## config.mk

```make
export PLATFORM = sky130hd
export DESIGN_NAME = display_page_scheduler
export DESIGN_NICKNAME = d
export VERILOG_FILES = /design/src/rtl/display_page_scheduler.sv
export SDC_FILE = /design/constraint.sdc
export NUM_CORES = 1
export LEC_CHECK = 0
export ABC_AREA = 1
export CAP_MARGIN = 10
export CORE_ASPECT_RATIO = 1.75
export CORE_MARGIN = 10
export CORE_UTILIZATION = 43
export DETAILED_ROUTE_END_ITERATION = 8
export PLACE_DENSITY = 0.78
export SLEW_MARGIN = 25
export SYNTH_ARGS = -nofsm -noshare
export SYNTH_HDL_FRONTEND = slang
export SYNTH_SLANG_ARGS = --single-unit
```

## constraint.sdc

```tcl
create_clock -name clk -period 1.7 [get_ports clk]
set_input_delay 0.17 -clock clk [delete_from_list [all_inputs] [get_ports clk]]
set_output_delay 0.17 -clock clk [all_outputs]
set_load 0.05 [all_outputs]
```

## src/rtl/display_page_scheduler.sv

```systemverilog
// Shares the seven-segment display and activity LEDs between NUM_PAGES 32-bit status sources.
// A debounced key steps through pages on a short press and toggles a display freeze on a long one.
module display_page_scheduler #(
  parameter int unsigned NUM_PAGES         = 4,
  parameter int unsigned REFRESH_DIV       = 5_000_000,
  parameter int unsigned DEBOUNCE_CYCLES   = 1_000_000,
  parameter int unsigned LONG_PRESS_CYCLES = 50_000_000
) (
  input  logic                         clk,
  input  logic                         rst_n,
  input  logic                         key_n,
  input  logic [32*NUM_PAGES-1:0]      page_vals,
  input  logic [NUM_PAGES-1:0]         page_valid,
  output logic [31:0]                  disp_value,
  output logic [$clog2(NUM_PAGES)-1:0] page_idx,
  output logic                         frozen,
  output logic                         refresh_tick,
  output logic [NUM_PAGES-1:0]         act_led
);

  localparam int unsigned PageW  = $clog2(NUM_PAGES);
  localparam int unsigned CntMax = (LONG_PRESS_CYCLES > DEBOUNCE_CYCLES) ?
                                   LONG_PRESS_CYCLES : DEBOUNCE_CYCLES;
  localparam int unsigned CntW   = (CntMax > 1) ? $clog2(CntMax) : 1;
  localparam int unsigned RefW   = (REFRESH_DIV > 1) ? $clog2(REFRESH_DIV) : 1;

  localparam logic [CntW-1:0]  DebLast  = CntW'(DEBOUNCE_CYCLES - 1);
  localparam logic [CntW-1:0]  LongLast = CntW'(LONG_PRESS_CYCLES - 1);
  localparam logic [RefW-1:0]  RefLast  = RefW'(REFRESH_DIV - 1);
  localparam logic [PageW-1:0] PageLast = PageW'(NUM_PAGES - 1);

  typedef enum logic [2:0] {
    StUp,
    StDownWait,
    StDown,
    StLong,
    StUpWait
  } key_state_e;

  logic             r_key_meta;
  logic             r_key_s;
  logic [1:0]       r_settle;
  logic             r_armed;
  key_state_e       r_state;
  key_state_e       w_state_nxt;
  logic [CntW-1:0]  r_cnt;
  logic [CntW-1:0]  w_cnt_nxt;
  logic             w_short;
  logic             w_long;
  logic             w_rearm;
  logic             w_advance;
  logic             w_toggle;
  logic             w_arm_set;

  logic [RefW-1:0]      r_rcnt;
  logic                 r_tick;
  logic                 r_adv;
  logic [PageW-1:0]     r_page;
  logic                 r_frozen;
  logic [31:0]          r_disp;
  logic [NUM_PAGES-1:0] r_sticky;
  logic [NUM_PAGES-1:0] r_led;
  logic [31:0]          w_pages [NUM_PAGES];

  // Synchroniser idles high so reset looks like a released key.
  always_ff @(posedge clk or negedge rst_n) begin
    if (!rst_n) begin
      r_key_meta <= 1'b1;
      r_key_s    <= 1'b1;
      r_settle   <= 2'b00;
    end else begin
      r_key_meta <= key_n;
      r_key_s    <= r_key_meta;
      r_settle   <= {r_settle[0], 1'b1};
    end
  end

  always_ff @(posedge clk or negedge rst_n) begin
    if (!rst_n) begin
      r_state <= StUp;
      r_cnt   <= '0;
    end else begin
      r_state <= w_state_nxt;
      r_cnt   <= w_cnt_nxt;
    end
  end

  always_comb begin
    w_state_nxt = r_state;
    w_cnt_nxt   = r_cnt;
    w_short     = 1'b0;
    w_long      = 1'b0;
    w_rearm     = 1'b0;
    unique case (r_state)
      StUp: begin
        w_cnt_nxt = '0;
        if (!r_key_s) w_state_nxt = StDownWait;
      end
      StDownWait: begin
        if (r_key_s) begin
          w_state_nxt = StUp;
          w_cnt_nxt   = '0;
        end else if (r_cnt == DebLast) begin
          w_state_nxt = StDown;
          w_cnt_nxt   = '0;
        end else begin
          w_cnt_nxt = r_cnt + 1'b1;
        end
      end
      StDown: begin
        if (r_key_s) begin
          w_state_nxt = StUpWait;
          w_cnt_nxt   = '0;
          w_short     = 1'b1;
        end else if (r_cnt == LongLast) begin
          w_state_nxt = StLong;
          w_cnt_nxt   = '0;
          w_long      = 1'b1;
        end else begin
          w_cnt_nxt = r_cnt + 1'b1;
        end
      end
      StLong: begin
        w_cnt_nxt = '0;
        if (r_key_s) w_state_nxt = StUpWait;
      end
      StUpWait: begin
        if (!r_key_s) begin
          w_cnt_nxt = '0;
        end else if (r_cnt == DebLast) begin
          w_state_nxt = StUp;
          w_cnt_nxt   = '0;
          w_rearm     = 1'b1;
        end else begin
          w_cnt_nxt = r_cnt + 1'b1;
        end
      end
      default: begin
        w_state_nxt = StUp;
        w_cnt_nxt   = '0;
      end
    endcase
  end

  // A key already held when reset releases must finish a full release before it counts;
  // otherwise arm once the synchroniser carries real samples and shows the key up.
  assign w_arm_set = w_rearm | ((r_state == StUp) & r_key_s & r_settle[1]);
  assign w_advance = w_short & r_armed;
  assign w_toggle  = w_long & r_armed;

  always_ff @(posedge clk or negedge rst_n) begin
    if (!rst_n) begin
      r_armed <= 1'b0;
    end else if (w_arm_set) begin
      r_armed <= 1'b1;
    end
  end

  always_comb begin
    for (int i = 0; i < NUM_PAGES; i++) begin
      w_pages[i] = page_vals[32*i +: 32];
    end
  end

  always_ff @(posedge clk or negedge rst_n) begin
    if (!rst_n) begin
      r_rcnt <= '0;
      r_tick <= 1'b0;
    end else begin
      r_rcnt <= (r_rcnt == RefLast) ? '0 : r_rcnt + 1'b1;
      r_tick <= (r_rcnt == RefLast);
    end
  end

  always_ff @(posedge clk or negedge rst_n) begin
    if (!rst_n) begin
      r_adv    <= 1'b0;
      r_page   <= '0;
      r_frozen <= 1'b0;
    end else begin
      r_adv <= w_advance;
      if (w_advance) begin
        r_page <= (r_page == PageLast) ? '0 : r_page + 1'b1;
      end
      if (w_toggle) begin
        r_frozen <= ~r_frozen;
      end
    end
  end

  // A tick coinciding with an advance loads the old page; r_adv reloads the new one next edge.
  always_ff @(posedge clk or negedge rst_n) begin
    if (!rst_n) begin
      r_disp <= '0;
    end else if ((r_tick && !r_frozen) || r_adv) begin
      r_disp <= w_pages[r_page];
    end
  end

  always_ff @(posedge clk or negedge rst_n) begin
    if (!rst_n) begin
      r_sticky <= '0;
      r_led    <= '0;
    end else if (r_tick) begin
      r_led    <= r_sticky | page_valid;
      r_sticky <= '0;
    end else begin
      r_sticky <= r_sticky | page_valid;
    end
  end

  assign disp_value   = r_disp;
  assign page_idx     = r_page;
  assign frozen       = r_frozen;
  assign refresh_tick = r_tick;
  assign act_led      = r_led;

endmodule

```

# [Word level (Yosys, flattened, before mapping)]
# Index checks and enable logic that the tools add are counted.
[word_totals] output_inout_bits=40 regBits=102
[op_classes] bitwise=8 n_addsub=3 muxes=29 reduce_logical=5 n_eq_ne=14 order_cmp=1
[op_table] cell="two-way mux 26 bit" n=5
[op_table] cell="case mux 26 bit (3 select lines)" n=1
[op_table] cell="binary-select mux 32 bit (select 2 bit)" n=1
[op_table] cell="two-way mux 32 bit" n=2
[op_table] cell="adder 26 x 1 -> 26 bit (second input constant)" n=1
[op_table] cell="== test 26 x 20 -> 1 bit (second input constant)" n=1
[op_table] cell="== test 26 bit (second input constant)" n=1
[op_table] cell="two-way mux 3 bit" n=8
[op_table] cell="adder 23 x 1 -> 23 bit (second input constant)" n=1
[op_table] cell="== test 23 bit (second input constant)" n=1
[op_table] cell="two-way mux 23 bit" n=1
[op_table] cell="case mux 3 bit (5 select lines)" n=1
[op_table] cell="two-way mux 1 bit" n=8
[op_table] cell="inequality test 2 bit (second input constant)" n=4
[op_table] cell="== test 3 x 2 -> 1 bit (second input constant)" n=2
[op_table] cell="inequality test 3 bit (second input constant)" n=2
[op_table] cell="AND reduction 6 bit" n=1
[op_table] cell="bitwise AND 1 bit" n=4
[op_table] cell="two-way mux 4 bit" n=1
[op_table] cell="OR 4 bit" n=1
[op_table] cell="== test 3 x 1 -> 1 bit (second input constant)" n=1
[op_table] cell="== test 3 bit (second input constant)" n=1
[op_table] cell="greater-or-equal comparator 3 bit (second input constant)" n=1
[op_table] cell="zero test 3 bit" n=1
[op_table] cell="9 further kinds" n=9

# [Logic depth before layout (Yosys ltp)]
# Gate-level depths: netlist of the first run.
[logic_depth] ltp_word=5 ltp_mapped=11 mapped_depth_nobuf=10

# [Worst setup path before layout of the first run]
# No wires, ideal clock.
[synth_timing] path_kind="register to register" start="reg r_page[0], in the netlist page_idx[0]" end="reg r_disp[1], in the netlist disp_value[1]" n_path_buf=2 slack_ps=32 path_stages_with_launch=7 setup_ps=82 arrival_ps=1586 path_cell_list="dfrtp_1 -> buf_2 -> clkbuf_1 -> nor2_1 -> nor2_1 -> o21ai_0 -> a31oi_1"
[synth_via] elab_chain_cells=4
[synth_rtl] item="start, declared" line="58" source="logic [PageW-1:0] r_page;"
[synth_rtl] item="start signal, assigned" line="183" source="r_page <= (r_page == PageLast) ? '0 : r_page + 1'b1;"
[synth_rtl] item="inverter 2 -> 3 bit (implied by the code)" line="196" source="r_disp <= w_pages[r_page];"
[synth_rtl] item="binary-select mux 32 bit (select 2 bit)" line="196"
[synth_rtl] item="two-way mux 32 bit (implied by the code) (2 in series)" line="196"
[synth_rtl] item="end signal, assigned" line="196"
[synth_rtl] item="end, declared" line="60" source="logic [31:0] r_disp;"
# No other way between the ends. The select of a mux whose other input is x is not followed.
# A chain may end at the register's enable or synchronous reset.

# [Worst setup path after layout of the first run]
[layout_timing] start="reg r_cnt[14]" end="reg r_cnt[22]"
[layout_via] elab_chain_cells=4 word_cells_on_any_way=9 classes_between="add/sub (1); eq/ne (2); mux (6)"
[layout_rtl] item="start, declared" line="46" source="logic [CntW-1:0] r_cnt;"
[layout_rtl] item="start signal, assigned" line="84" source="r_cnt <= w_cnt_nxt;"
[layout_rtl] item="adder 26 x 1 -> 26 bit (tied with other cells)" line="107, 120, 135"
[layout_rtl] item="two-way mux 26 bit, on equally long branches" line="103, 130, 115"
[layout_rtl] item="two-way mux 26 bit, on equally long branches" line="128, 100, 111"
[layout_rtl] item="case mux 26 bit (3 select lines) (*)" line="94" source="unique case (r_state)"
[layout_rtl] item="named net w_cnt_nxt[22]" line="47" source="logic [CntW-1:0] w_cnt_nxt;"
# Mark *: on every way through the listed nets, which the timed path passes. The rest lies on a longest branch.

==> results of run 1 <==
[per-layer routing]
layer | vias to the layer above | GRT usage | part of all wire
met5 | - | 0 | 0
met2 | 187 | 0.375 | 0.55
li1 | 2961 | - | -
met1 | 2818 | 0.214 | 0.35
met4 | 0 | 0.109 | 0.046
met3 | 54 | 0.0373 | 0.045
[critical path, stage by stage, from the launching register on]
cell	delay (ns)
dfrtp_1	0.39
inv_1	0.12
nor3_2	0.25
nand2_1	0.16
nor3_2	0.30
buf_4	0.17
xor2_1	0.13
nor2_1	0.05
[registers in the layout, summed over array words and instances (netlist names)]
name          count
r_key_meta        1
r_adv             1
refresh_tick      1
frozen            1
page_idx          2
r_key_s           1
r_cnt            26
r_rcnt           23
r_sticky          4
disp_value       32
act_led           4
r_settle          2
r_armed           1
r_state           3
[repair_timing]
item,in CTS,in global routing
setup buffers,7,3
endpoints found under the hold margin,29,0
resized for setup,5,22
hold buffers,1,0
endpoints found under the setup margin,24,37
pin swaps,1,6
[logic make-up after synthesis]
| family | after synthesis |
|---|---|
| fa+ha+maj | 3 |
| simple gates | 434 |
| buf+inv | 87 |
| xor+xnor | 30 |
| compound gates | 119 |
| other cells | 1 |
| flops | 102 |
[report_power, final]
part | internal (mW) | switching, mW | leakage, nW | total [mW]
logic | 1.98 | 3.53 | 2.25 | 5.51
clock network | 1.56 | 0.890 | 0.176 | 2.45
registers | 2.90 | 0.320 | 1.23 | 3.22
[layout make-up]
class                           instances  area share
Inverter                               55      0.0247
Clock inverter                          3      0.0106
Multi-Input combinational cell        587       0.341
Timing Repair Buffer                  239       0.265
Clock buffer                           13      0.0319
Sequential cell                       102       0.302
Tap cell                              171      0.0253
[cells in the mapped netlist, drive strengths merged, types with 2 or more instances]
master / instances
a21oi: 6
a31oi: 32
buf: 18
clkbuf: 14
dfrtp: 100
dfstp: 2
ha: 3
inv: 54
nand2: 94
nand3: 25
nand4: 20
nor2: 260
nor3: 24
nor4: 5
o21ai: 76
o22ai: 2
or2: 3
xnor2: 7
xor2: 23
[worst max path at each step]
stage	to	slack, ns
after floorplan	disp_value[1]	0.03
after detailed placement	r_cnt[18]	-0.10
after global routing	r_cnt[13]	-0.09
after global placement	r_cnt[22]	-0.10
after CTS	r_cnt[13]	0.01
final	r_cnt[22]	0.02
==> run_results.csv, run 1 <==
group,metric,value,unit
hold_path,min-delay-start,"key_n",
cells_and_area,layout_commonest_cell,"nor2_1",
synthesis,ys_warn_count,0,
hold_path,hold_path_depth,1,
synthesis,synth_top_family_by_area,"simple AND/OR/NAND/NOR gates",
timing,finalHoldViolCount,0,
route,drc,0,
synthesis,ys_ff_latch,102,
cells_and_area,drive_above_1_share,0.164,
timing,maxSlewViolCount,0,
floorplan,io_pins,175,
power_and_ir_drop,ir_worst_vdd,0.907,mV
cells_and_area,multi_input_area,2890,sq um
placed_design,globalplace.congestion,0.975,
clocking,cts_tree,"yes",
route,num_vias,6020,
cells_and_area,fill_cells,1145,
cells_and_area,final_cell_mix,"244 x nor2_1, 135 x clkdlybuf4s50_1, 98 x dfrtp_1, 93 x buf_4, 88 x nand2_1",
cells_and_area,finalNonFillerCells,1170,
global_routing,grt_max_degree,49,
global_routing,grt.overflow.total,0,
placed_design,dp_hpwl,15300,um
synthesis,netlist_instances,776,
placed_design,port_buffers,174,
critical_path,worst_setup_path_end_kind,"flop",
clocking,htree_num_levels,3,
cells_and_area,insertedDiodeCount,0,
timing,skew,0.00842,ns
placed_design,place_ws,-0.103,ns
clocking,clk_latency,0.35,ns
floorplan,die_h,172,um
cells_and_area,final_area,8470,sq um
timing,clock.fmax,594,MHz
critical_path,cp-start-kind,"flop",
global_routing,grt_pass1_wl,30100,um
power_and_ir_drop,p_per_area,1320,nW/um^2
critical_path,cp.arrival,1.93,ns
critical_path,reg2reg_setup_slack,0.02,ns
clocking,cts_buffers,9,
cells_and_area,seqCellArea,2560,sq um
hold_path,min_path_type,"in2reg",
timing,rsz0062_at_grt,"true",
floorplan,start_util,0.441,
global_routing,grt_pass1_vias,6083,
synthesis,dominantRegCellSynth,"dfrtp_1",
timing,setup_tns,0,ns
cells_and_area,area_growth,48.5,%
synthesis,synth.cell_area,5700,sq um
synthesis,yosysSeqAreaShare,0.448,
synthesis,synth-edff-count,0,
global_routing,grtUsageTotal,0.205,
route,avgViaCountPerCell,5.15,
route,ant_nets,0,
clocking,clkSinkCount,102,
clocking,path_clk_slew,0.07,ns
critical_path,worstSetupStartpoint,"r_cnt[14]",
synthesis,synth_top_area_share,0.439,
floorplan,die_w,107,um
timing,slew-limit-headroom,0.660,
clocking,clock_path_buffers,2,
route,first_pass_iters,5,
critical_path,worstPathRequired,1.94,ns
synthesis,synthTopCellsByArea,"dfrtp_1 44%, nor2_1 16%, o21ai_0 6.5%",
synthesis,synthXorXnorAreaFrac,0.0461,
global_routing,antenna_found_initial,0,
timing,worst_pin_slew,0.510,ns
run_status,status,"finished clean",
critical_path,worstPathMaxFanout,4,
route,drtIter0Drc,299,
synthesis,synth_top_area_cell,"dfrtp_1",
synthesis,post_synth_and_or_nand_nor_area_fraction,0.322,
clocking,cts-root-buf,"clkbuf_16",
power_and_ir_drop,total_power,11.2,mW
synthesis,avgSynthCellArea,7.35,sq um
synthesis,yosys.area_share.adder,0.00658,
route,wl_per_cell,16.7,um
critical_path,worst_r2r_startpoint,"r_cnt[14]",
route,wl,19500,um
timing,hold_ws,0.273,ns
hold_path,whs_endpoint,"r_key_meta",
critical_path,worstSetupPathType,"reg2reg",
job,drv_cap,0,
power_and_ir_drop,leakage,3.66,nW
synthesis,async_flop_share,1.00,
timing,setup_violations,0,
timing,setup_slack,0.0157,ns
floorplan,core-area,12900,sq um
synthesis,synth_nets,914,
cells_and_area,utilization,0.655,
floorplan,design.die.area,18500,sq um
synthesis,yosys.cell_types.count,39,
synthesis,synth.area.mux_share,0,
floorplan,row_count,55,
placed_design,place_area,7940,sq um
timing,min_period,1.68,ns
timing,period_share,0.991,
critical_path,worst_r2r_endpoint,"r_cnt[22]",
cells_and_area,fin_nets,1132,
synthesis,synth_compound_area_frac,0.115,
critical_path,r2r_cells,7,
placed_design,place_inst,1143,
No activity file was read; power rests on OpenSTA's default activity.
==> run 2, diff against run 1 <==
- CORE_ASPECT_RATIO: 1.75 -> 1.4
- SETUP_SLACK_MARGIN: unset -> 0.5
==> run 2 against run 1 <==
Net effect: largest cell class unchanged; critical path type unchanged; sequential power grew 2%; final area increased by 28%; via count is 26% higher; wire length increased by 64%; clock power shrank 16%; register-to-register slack worse by 0.13 ns; cell count increased by 6.6%; clock-buffer cell count shrank 3; die area decreased by 0.63%; critical endpoint is now r_cnt[16]; combinational power up 73%; setup slack lost 0.13 ns; the run now ends with negative setup slack left.
==> run_results.csv, run 2 (synthesis gave the netlist of run 1 again) <==
group,metric,value,unit
placed_design,place_ws,0.0435,ns
critical_path,cp-endpoint,"r_cnt[16]",
floorplan,design.die.area,18300,sq um
timing,skew,0.0129,ns
critical_path,worst_r2r_startpoint,"r_cnt[0]",
power_and_ir_drop,p_int,7.73,mW
power_and_ir_drop,p_switching,7.15,mW
critical_path,r2r_cells,8,
critical_path,cp-start-kind,"flop",
timing,maxSlewViolCount,0,
route,avgViaCountPerCell,6.07,
power_and_ir_drop,leakage,4.42,nW
clocking,cts_buffers,9,
global_routing,grt_pass1_vias,7102,
power_and_ir_drop,p_per_area,1370,nW/um^2
route,wl,32000,um
power_and_ir_drop,power_frac_comb,0.639,
clocking,path_clk_slew,0.08,ns
timing,finalHoldViolCount,0,
timing,clock.fmax,552,MHz
critical_path,worstPathRequired,1.98,ns
placed_design,dp_hpwl,13700,um
placed_design,place_area,7710,sq um
global_routing,antenna_found_initial,0,
power_and_ir_drop,p_clk_frac,0.139,
hold_path,min_path_type,"in2reg",
route,drc,0,
critical_path,worst_r2r_endpoint,"r_cnt[16]",
clocking,clock_path_buffers,2,
route,wl_per_cell,25.6,um
cells_and_area,layout_commonest_cell,"clkdlybuf4s50_1",
placed_design,globalplace.congestion,0.939,
route,ant_nets,0,
global_routing,grtUsageTotal,0.262,
cells_and_area,fin_nets,1200,
floorplan,row_count,49,
critical_path,worstSetupStartpoint,"r_cnt[0]",
clocking,cts_tree,"yes",
critical_path,reg2reg_setup_slack,-0.11,ns
timing,worst_pin_slew,0.569,ns
route,first_pass_iters,7,
run_status,violations,"negative setup slack",
global_routing,grt_pass1_wl,38300,um
timing,period_share,1.07,
critical_path,cp.arrival,2.09,ns
clocking,cts-root-buf,"clkbuf_16",
critical_path,worstSetupPathType,"reg2reg",
floorplan,die_w,117,um
route,num_vias,7575,
global_routing,grt.overflow.total,0,
cells_and_area,final_cell_mix,"133 x clkdlybuf4s50_1, 126 x nor2_1, 104 x buf_4, 82 x dfrtp_1, 80 x nor2_4",
power_and_ir_drop,ir_worst_vdd,1.29,mV
cells_and_area,utilization,0.837,
power_and_ir_drop,p_seq_frac,0.222,
timing,setup_violations,27,
critical_path,worst_setup_path_end_kind,"flop",
timing,setup_slack,-0.112,ns
run_status,status,"finished, violations left",
critical_path,worstPathMaxFanout,4,
floorplan,die_h,156,um
clocking,clk_latency,0.37,ns
timing,rsz0062_at_grt,"true",
floorplan,core-area,12900,sq um
placed_design,port_buffers,174,
cells_and_area,largest_reg_flops,32,
job,drv_cap,0,
floorplan,start_util,0.441,
cells_and_area,drive_above_1_share,0.436,
power_and_ir_drop,total_power,14.9,mW
clocking,htree_num_levels,3,
power_and_ir_drop,swShare,0.481,
global_routing,grt_max_degree,103,
timing,slew-limit-headroom,0.620,
route,drtIter0Drc,1009,
cells_and_area,area_growth,89.9,%
timing,min_period,1.81,ns
floorplan,io_pins,175,
clocking,clkSinkCount,102,
cells_and_area,final_area,10800,sq um
run 2: cell types whose count changed in the layout (fill, tap and decap cells not counted), sizes merged:
cell	change
clkinv	+7
diode	+2
dlygate4sd2	-1
dlymetal6s2s	-1
clkbuf	+1
clkinvlp	+2
inv	+1
bufinv	-3
buf	+64
clkdlybuf4s50	-2
run 2: how the worst min path moves through the flow:
stage / from / endpoint / slack [ns] / cells after the start
2_1_floorplan: rst_n / act_led[0] / -0.13 / 0
3_3_place_gp: rst_n / r_settle[1] / 0.28 / 2
3_5_place_dp: rst_n / r_settle[0] / 0.28 / 2
4_1_cts: key_n / r_key_meta / 0.23 / 1
5_1_grt: key_n / r_key_meta / 0.22 / 1
6_report: key_n / r_key_meta / 0.21 / 1
run 2: area by class of cell:
type                       instances  area (sq um)
clock inverter                     6          46.3
timing repair buffer             303          3320
multi-input combinational        587          4130
antenna                            2          5.00
sequential                       102          2580
fill                             580          2110
tap                              178           223
inverter                          55           260
clock buffer                      10           229
timing repair inverter             4          45.0
run 2: routing by layer:
| layer | vias up | part of all wire | GRT usage |
|---|---|---|---|
| met3 | 257 | 0.093 | 0.0601 |
| met2 | 655 | 0.50 | 0.482 |
| met1 | 3548 | 0.31 | 0.264 |
| li1 | 3115 | - | - |
| met5 | - | 0 | 0 |
| met4 | 0 | 0.092 | 0.162 |
run 2: repair_timing:
item / in CTS / in global routing
pin swaps: 105 / 120
resized for setup: 232 / 245
buffers inserted: 54 / 37
endpoints found under the setup margin: 92 / 91
hold endpoints to repair: 100 / 0
hold buffers: 1 / 0
cloned: 19 / 6
run 2: worst max-delay path, cell delays in order, from the launching register on:
cell     delay [ns]
dfrtp_1        0.42
ha_4           0.19
nand3_4        0.10
nor2_4         0.16
nand2_1        0.17
nor2_2         0.25
nand2_1        0.12
xor2_1         0.17
nor2_1         0.16
run 2: power groups by stage:
stage | registers (mW) | logic, mW | clock network (mW)
2_1_floorplan | 4.65 | 2.27 | 0
3_3_place_gp | 3.24 | 5.23 | 0
3_5_place_dp | 3.26 | 5.28 | 0
4_1_cts | 3.26 | 7.65 | 1.98
5_1_grt | 3.35 | 9.79 | 2.14
6_report | 3.30 | 9.51 | 2.07
run 2: stage by stage:
step	std cells	hold WS (ns)	TNS, ns
finish	1247	0.210	-0.926
CTS	1202	0.227	0
floorplan	776	-0.126	0
detailed placement	1112	0.283	0
global placement	1112	0.278	0
global route	1245	0.221	-2.66
